--- src/rtl/corr_frame_scheduler.sv ---
// corr_frame_scheduler
//
// Sequences the HLS correlator kernel through its ap_ctrl_hs handshake:
// launches cfg_frames frames per integration, then requests a visibility
// dump and waits for the acknowledgement. Optionally loops integrations
// back-to-back. A stall watchdog fed by the deadlock monitor's block
// indication forces a sticky FAULT state if the kernel stays blocked.
//
// Ports:
//   clock, reset           clock (rising edge), asynchronous active-high reset
//   go, stop               start pulse (IDLE only); stop level (checked at dump ack)
//   cfg_continuous         loop integrations, latched at go
//   cfg_frames             frames per integration, latched at go (0 -> 1)
//   ap_start/ap_ready/ap_done  kernel control handshake
//   dump_req/dump_ack      visibility dump handshake
//   block_in               deadlock-monitor block indication
//   clear_fault            leave FAULT
//   busy, err_deadlock     status (busy = not IDLE, sticky deadlock fault)
//   frame_cnt, integ_cnt   frames in current integration, integrations since reset
module corr_frame_scheduler #(
  parameter int FRAMES_W   = 16,
  parameter int INTEG_W    = 16,
  parameter int WDOG_W     = 20,
  parameter int WDOG_LIMIT = 1000
) (
  input  logic                clock,
  input  logic                reset,
  input  logic                go,
  input  logic                stop,
  input  logic                cfg_continuous,
  input  logic [FRAMES_W-1:0] cfg_frames,
  output logic                ap_start,
  input  logic                ap_ready,
  input  logic                ap_done,
  output logic                dump_req,
  input  logic                dump_ack,
  input  logic                block_in,
  input  logic                clear_fault,
  output logic                busy,
  output logic                err_deadlock,
  output logic [FRAMES_W-1:0] frame_cnt,
  output logic [INTEG_W-1:0]  integ_cnt
);

  typedef enum logic [2:0] {
    ST_IDLE,
    ST_LAUNCH,
    ST_RUN,
    ST_DUMP,
    ST_FAULT
  } state_t;

  localparam logic [WDOG_W-1:0] WDOG_LIMIT_V = WDOG_W'(WDOG_LIMIT);
  localparam logic [WDOG_W-1:0] WDOG_MAX     = '1;

  state_t              state_reg, state_next;
  logic [FRAMES_W-1:0] frames_cfg_reg, frames_cfg_next;
  logic                continuous_reg, continuous_next;
  logic [FRAMES_W-1:0] frame_cnt_reg, frame_cnt_next;
  logic [INTEG_W-1:0]  integ_cnt_reg, integ_cnt_next;
  logic [WDOG_W-1:0]   wdog_reg, wdog_next;
  logic                ap_start_reg, ap_start_next;
  logic                dump_req_reg, dump_req_next;
  logic                busy_reg, busy_next;
  logic                err_reg, err_next;

  logic                fault_trip;
  logic [FRAMES_W-1:0] frame_inc;

  assign frame_inc = frame_cnt_reg + FRAMES_W'(1);

  // Watchdog: counts consecutive blocked cycles while the kernel is active.
  // It trips when a further blocked cycle is seen with the counter already
  // at the limit, so limit+1 consecutive blocked cycles cause the fault and
  // a single unblocked cycle at the limit does not.
  always_comb begin
    wdog_next  = wdog_reg;
    fault_trip = 1'b0;
    case (state_reg)
      ST_LAUNCH, ST_RUN, ST_DUMP: begin
        if (block_in) begin
          fault_trip = (wdog_reg >= WDOG_LIMIT_V);
          wdog_next  = (wdog_reg == WDOG_MAX) ? wdog_reg : wdog_reg + WDOG_W'(1);
        end else begin
          wdog_next = '0;
        end
      end
      ST_FAULT: begin
        if (clear_fault) begin
          wdog_next = '0;
        end
      end
      default: wdog_next = '0;
    endcase
  end

  // Next-state and counter logic.
  always_comb begin
    state_next      = state_reg;
    frames_cfg_next = frames_cfg_reg;
    continuous_next = continuous_reg;
    frame_cnt_next  = frame_cnt_reg;
    integ_cnt_next  = integ_cnt_reg;

    case (state_reg)
      ST_IDLE: begin
        if (go) begin
          frames_cfg_next = (cfg_frames == '0) ? FRAMES_W'(1) : cfg_frames;
          continuous_next = cfg_continuous;
          frame_cnt_next  = '0;
          state_next      = ST_LAUNCH;
        end
      end
      ST_LAUNCH: begin
        if (ap_ready) begin
          // A done in the same cycle as ready completes the frame at once.
          if (ap_done) begin
            frame_cnt_next = frame_inc;
            state_next     = (frame_inc == frames_cfg_reg) ? ST_DUMP : ST_LAUNCH;
          end else begin
            state_next = ST_RUN;
          end
        end
      end
      ST_RUN: begin
        if (ap_done) begin
          frame_cnt_next = frame_inc;
          state_next     = (frame_inc == frames_cfg_reg) ? ST_DUMP : ST_LAUNCH;
        end
      end
      ST_DUMP: begin
        if (dump_ack) begin
          integ_cnt_next = integ_cnt_reg + INTEG_W'(1);
          frame_cnt_next = '0;
          state_next     = (continuous_reg && !stop) ? ST_LAUNCH : ST_IDLE;
        end
      end
      ST_FAULT: begin
        if (clear_fault) begin
          frame_cnt_next = '0;
          state_next     = ST_IDLE;
        end
      end
      default: state_next = ST_IDLE;
    endcase

    // The watchdog overrides everything, including counter updates.
    if (fault_trip) begin
      state_next     = ST_FAULT;
      frame_cnt_next = frame_cnt_reg;
      integ_cnt_next = integ_cnt_reg;
    end
  end

  // Outputs are registered from the next state so they align with it.
  always_comb begin
    ap_start_next = (state_next == ST_LAUNCH);
    dump_req_next = (state_next == ST_DUMP);
    busy_next     = (state_next != ST_IDLE);
    err_next      = (state_next == ST_FAULT);
  end

  always_ff @(posedge clock or posedge reset) begin
    if (reset) begin
      state_reg      <= ST_IDLE;
      frames_cfg_reg <= FRAMES_W'(1);
      continuous_reg <= 1'b0;
      frame_cnt_reg  <= '0;
      integ_cnt_reg  <= '0;
      wdog_reg       <= '0;
      ap_start_reg   <= 1'b0;
      dump_req_reg   <= 1'b0;
      busy_reg       <= 1'b0;
      err_reg        <= 1'b0;
    end else begin
      state_reg      <= state_next;
      frames_cfg_reg <= frames_cfg_next;
      continuous_reg <= continuous_next;
      frame_cnt_reg  <= frame_cnt_next;
      integ_cnt_reg  <= integ_cnt_next;
      wdog_reg       <= wdog_next;
      ap_start_reg   <= ap_start_next;
      dump_req_reg   <= dump_req_next;
      busy_reg       <= busy_next;
      err_reg        <= err_next;
    end
  end

  assign ap_start     = ap_start_reg;
  assign dump_req     = dump_req_reg;
  assign busy         = busy_reg;
  assign err_deadlock = err_reg;
  assign frame_cnt    = frame_cnt_reg;
  assign integ_cnt    = integ_cnt_reg;

endmodule
--- config.mk ---
export PLATFORM = sky130hd
export DESIGN_NAME = corr_frame_scheduler
export DESIGN_NICKNAME = d
export VERILOG_FILES = /design/src/rtl/corr_frame_scheduler.sv
export SDC_FILE = /design/constraint.sdc
export NUM_CORES = 1
export LEC_CHECK = 0
export CAP_MARGIN = 15
export CORE_UTILIZATION = 55
export DETAILED_ROUTE_END_ITERATION = 6
export GPL_TIMING_DRIVEN = 0
export HOLD_SLACK_MARGIN = 0.1
export PLACE_DENSITY_LB_ADDON = 0.3
export SYNTH_ARGS = -nofsm -noshare
export SYNTH_HDL_FRONTEND = slang
export SYNTH_SLANG_ARGS = --single-unit
export TNS_END_PERCENT = 20
--- constraint.sdc ---
create_clock -name clock -period 3.5 [get_ports clock]
set_clock_uncertainty 0.2 [all_clocks]
set_input_delay 0.7 -clock clock [delete_from_list [all_inputs] [get_ports clock]]
set_output_delay 0.7 -clock clock [all_outputs]
set_load 0.05 [all_outputs]
### Word level (Yosys, flattened, before mapping)

Index checks and enable logic that the tools add are counted.

| word-level totals | value |
|---|---|
| register bits | 76 |
| latch bits | 0 |
| memory bits (writable) | 0 |
| memory bits (read-only) | 0 |
| bits of input ports | 26 |
| output and inout bits | 36 |
| word-level logic and storage cells | 63 |
| memories | 0 |

| cells by class | value |
|---|---|
| $add $sub $neg | 3 |
| multiply operators | 0 |
| divide/modulo/power cells | 0 |
| order comparisons | 1 |
| equal/unequal tests | 14 |
| shift-type cells | 0 |
| muxes and demuxes | 23 |
| bitwise operators | 1 |
| reduce and logical (&&, ||, !) cells | 11 |

Operators by type and width:

| operator | count |
|---|---|
| two-way mux 16 bit | 6 |
| one-hot mux 16 bit (5 select lines) | 1 |
| two-way mux 20 bit | 3 |
| one-hot mux 20 bit (2 select lines) | 1 |
| adder 16 x 1 -> 16 bit (second input constant) | 2 |
| adder 20 x 1 -> 20 bit (second input constant) | 1 |
| == test 20 bit (second input constant) | 1 |
| >= comparator 20 x 10 -> 1 bit (second input constant) | 1 |
| two-way mux 3 bit | 6 |
| == test 16 bit | 1 |
| logical NOT 16 bit | 1 |
| one-hot mux 3 bit (5 select lines) | 1 |
| == test 3 x 2 -> 1 bit (second input constant) | 3 |
| inequality test 2 bit (second input constant) | 4 |
| == test 3 x 1 -> 1 bit (second input constant) | 2 |
| == test 3 bit (second input constant) | 2 |
| AND reduction 6 bit | 1 |
| nonzero test 5 bit | 1 |
| two-way mux 2 bit | 2 |
| AND reduction 2 bit | 2 |
| logical NOT 3 bit | 1 |
| two-way mux 1 bit | 3 |
| inequality test 3 bit (second input constant) | 1 |
| AND reduction 3 bit | 1 |
| other kinds (5) | 5 |

### Depth between registers and ports, before layout

| depth | value |
|---|---|
| word-level depth | 8 |
| depth in mapped cells | 9 |
| mapped depth without buffers | 7 |

### Least setup slack after synthesis

OpenSTA, ideal clock, no wires.

| timing path | value |
|---|---|
| path kind | reg2reg |
| start point | register frame_cnt_reg[0], in the netlist frame_cnt[0] |
| end point | register ap_start_reg, in the netlist ap_start |
| library setup time | 119 ps |
| arrival time | 2348 ps |
| required time | 3181 ps |
| slack | 833 ps |
| cell stages (with the launch flop) | 8 |
| buffers on the path | 1 |
| clock period less this slack | 2667 ps |
| path through | dfrtp_1 -> and4_4 -> buf_8 -> a21boi_2 -> or4_4 -> a2111oi_2 -> a31oi_1 -> and2_1 |

| between the ends | value |
|---|---|
| longest elaborated chain between the ends | 8 |
| elaborated cells on any way between the ends | 9 |
| classes of those cells | add/sub (1); eq/ne (2); mux (6) |

RTL lines:

| item | line | text |
|---|---|---|
| start: declaration | 59 | `logic [FRAMES_W-1:0] frame_cnt_reg, frame_cnt_next;` |
| start signal: assignment | 179 | `frame_cnt_reg <= frame_cnt_next;` |
| adder 16 x 1 -> 16 bit (*) | 70 | `assign frame_inc = frame_cnt_reg + FRAMES_W'(1);` |
| == test 16 bit (*) | 119, 128 |  |
| two-way mux 2 bit (*) | 119, 128 |  |
| two-way mux 2 bit | 117 | `if (ap_done) begin` |
| two-way mux 3 bit | 115 | `if (ap_ready) begin` |
| one-hot mux 3 bit (5 select lines) (*) | 105 | `case (state_reg)` |
| two-way mux 3 bit (*) | 148 | `if (fault_trip) begin` |
| == test 3 x 1 -> 1 bit (*) | 157 | `ap_start_next = (state_next == ST_LAUNCH);` |
| via ap_start_next | 62 | `logic ap_start_reg, ap_start_next;` |
| end signal: assignment | 182 | `ap_start_reg <= ap_start_next;` |
| end: declaration | 62 |  |

Mark *: on every way through the listed nets, which the timed path passes. The rest lies on a longest branch.
A chain may end at the register's enable or synchronous reset.

### Worst setup path in the final report

| timing path | value |
|---|---|
| start point | input block_in |
| end point | register frame_cnt_reg[4], in the netlist frame_cnt[4] |

| between the ends | value |
|---|---|
| longest elaborated chain between the ends | 4 |

RTL lines:

| item | line | text |
|---|---|---|
| start: declaration | 37 | `input logic block_in,` |
| two-way mux 1 bit | 81 | `if (block_in) begin` |
| two-way mux 1 bit | 79 | `case (state_reg)` |
| inverter 1 bit (no source line) | -- |  |
| AND reduction 6 bit (no source line) | -- |  |

No other way between the ends.

==> flow_summary.toml <==
[placement]
gp_congestion = 0.921
port_buffers = 61
dp_hpwl_um = 7440

[synth]
synthArstFlopShare = 1.00
synth_seq_area_share = 0.436
synth_edf_count = 0
syn_area_sq_um = 4370
post-synth-top-area-fraction = 0.430
postSynth.topFlopCell = "dfrtp_1"
synth_commonest_cells = "dfrtp_1, o21ai_0, nand2_1"
synth_area_leaders = "dfrtp_1, mux2_2, o21ai_0, xnor2_1, xor2_1"
yosysMostFrequentCell = "dfrtp_1"
ys_ff_latch = 76
synthCells = 467
synth_area_per_cell_sq_um = 9.35
synth_top_area_cell = "dfrtp_1"
synth_nets = 497
yosysWarnings = 0
synth_cell_types = 62

[clock_network]
clock-root-buffer = "clkbuf_8"
clk_latency_ns = 0.36
cts_tree = "yes"
cts_buffer_depth = 2
post_cts_resize_count = 0
post_cts_buffers = 0
cts_buffers = 9
holdBufCountCts = 0
h-tree-depth = 3
clock-sinks = 76
clk_pin_slew_ns = 0.08

[run]
drv_cap = 0

[worst_setup_path]
crit_fanout = 10
worst_path_largest_cell_delay_ns = 0.49
worst_r2r_path_depth = 8
rrSetupSlack_ns = 0.71
crit_arrival_ns = 2.91
cp-end-kind = "flop"
crit_path_start_kind = "input port"
rr_startpoint = "frame_cnt[0]"
cp_slowest_cell = "clkdlybuf4s50_1"
criticalPathCategory = "in -> reg"
worstReg2RegEnd = "ap_start"
cp_cell_sequence = "clkdlybuf4s50_1, or3b_1, buf_2, a41oi_1, a211o_1, clkbuf_1, o21ai_0, o31ai_1"
required_ns = 3.55

[sta]
setup_viol = 0
relSlewSlack = 0.401
finalMaxSlewViolations = 0
max_freq_mhz = 350
worstMarginPinSlew_ns = 0.898
rsz0062_at_grt = "false"
hold_viol = 0
min_period_ns = 2.86
period_share = 0.817

[floorplanning]
rows = 32
core_area_sq_um = 7690
io_pins = 62
dieArea_sq_um = 8300
start_util = 0.568
die_x_um = 91.1
die-height_um = 91.1

[global_route]
grt_pass1_vias = 3652
track_usage = 0.258
grt_antenna_before_repair = 0
grt_first_pass_wirelength_um = 17000
grt_max_degree = 77
grt_remaining_overflow = 0

[power_and_ir_drop]
clkPwrFrac = 0.223
power_leakage_nw = 2.15
p_total_mw = 3.13
p_int_mw = 1.93
switching_share = 0.384
p_sw_mw = 1.20
power.density_nw_per_um2 = 588
peakVddDrop_uv = 349
comb_power_share = 0.393
pwr-share-seq = 0.384

[routing]
viasPerCell = 6.07
wl_um = 10300
drtIter0Drc = 335
wl_per_cell_um = 15.9
dr_total_vias = 3924
drc = 0
drtPass1Iterations = 6
ant_nets = 0

[min_path]
min_path_type = "reg -> reg"
min_path_cells = 1
hp-start = "integ_cnt[15]"
min_to = "integ_cnt[15]"

[layout]
area_growth_pct = 21.7
fin_util = 0.692
nNetsFinal = 569
diodes = 0
largest_reg_flops = 20
drive_gt1_frac = 0.110

[status]
status = "finished, final reports clean"
[layout by cell type, fill, tap and decap left out, types with 3 or more instances in the layout]
master / n
a31oi_1: 16
xnor2_1: 19
xor2_1: 19
nand4_1: 20
a21oi_1: 18
nor3_1: 6
o21ai_0: 35
o21ai_1: 17
o31ai_1: 8
clkbuf_8: 10
buf_2: 10
or4_1: 3
nor3b_1: 3
nor2_1: 30
nand2_1: 33
nor2b_1: 3
nand2b_1: 9
and2_1: 7
a41oi_1: 4
mux2_2: 16
and3_1: 9
dfrtp_1: 75
nor4_1: 9
o22ai_1: 3
ha_1: 4
nand3_1: 19
inv_1: 11
clkbuf_1: 14
mux2i_1: 4
clkdlybuf4s50_1: 61
or3_1: 3
[final cells by class]
| cell class | instances | area [sq um] |
|---|---|---|
| Fill cell | 612 | 2370 |
| Timing Repair Buffer | 61 | 611 |
| Multi-Input combinational cell | 350 | 2270 |
| Buffer | 29 | 151 |
| Inverter | 12 | 47.5 |
| Sequential cell | 76 | 1900 |
| Clock inverter | 6 | 71.3 |
| Clock buffer | 10 | 138 |
| Tap cell | 102 | 128 |
[worst max path at each step]
stage / cells past startpoint / end / startpoint
after floorplan: 1 / ap_start / reset
after global placement: 2 / frames_cfg_reg[11] / reset
after detailed placement: 8 / frame_cnt[11] / block_in
after CTS: 8 / frame_cnt[4] / block_in
after global routing: 8 / ap_start / frame_cnt[0]
final: 8 / frame_cnt[4] / block_in
[stage by stage]
stage,instances,hold WS [ns],instance area [sq um],setup slack (ns),setup TNS (ns)
after global placement,630,0.263,5100,-0.458,-34.06
final,646,0.275,5320,0.639,0
after floorplan,467,0.264,4370,0.663,0
after CTS,646,0.281,5320,0.675,0
after global routing,646,0.313,5320,0.529,0
after detailed placement,630,0.265,5110,0.367,0
[metal layers]
metal / vias to the layer above / routed length (um) / track usage
li1: 1839 / - / -
met1: 1851 / 4600 / 0.367
met2: 199 / 4580 / 0.391
met3: 35 / 787 / 0.0394
met4: 0 / 284 / 0.115
met5: - / 0 / 0
[logic make-up after synthesis]
family	count (synthesis)	share of synthesized area
AO/OA/AOI/OAI	114	0.158
XOR/XNOR	39	0.0817
adder cells (fa/ha/maj)	4	0.0115
buffers and inverters	41	0.0450
AND/OR/NAND/NOR	173	0.218
flip-flops	76	0.436
multiplexers	20	0.0504
[power by group through the flow]
stage	sequential (mW)	combinational [mW]	clock, mW
floorplan	1.32	0.776	0
global placement	1.21	1.18	0
detailed placement	1.22	1.21	0
CTS	1.20	1.22	0.707
global route	1.22	1.34	0.750
finish	1.20	1.23	0.699
[critical path, delay by kind of cell]
family          cells  cell delay, ns
compound gates      4            0.86
buf+inv             3            0.99
simple gates        1            0.35
Power figures use the tool's default switching activity.
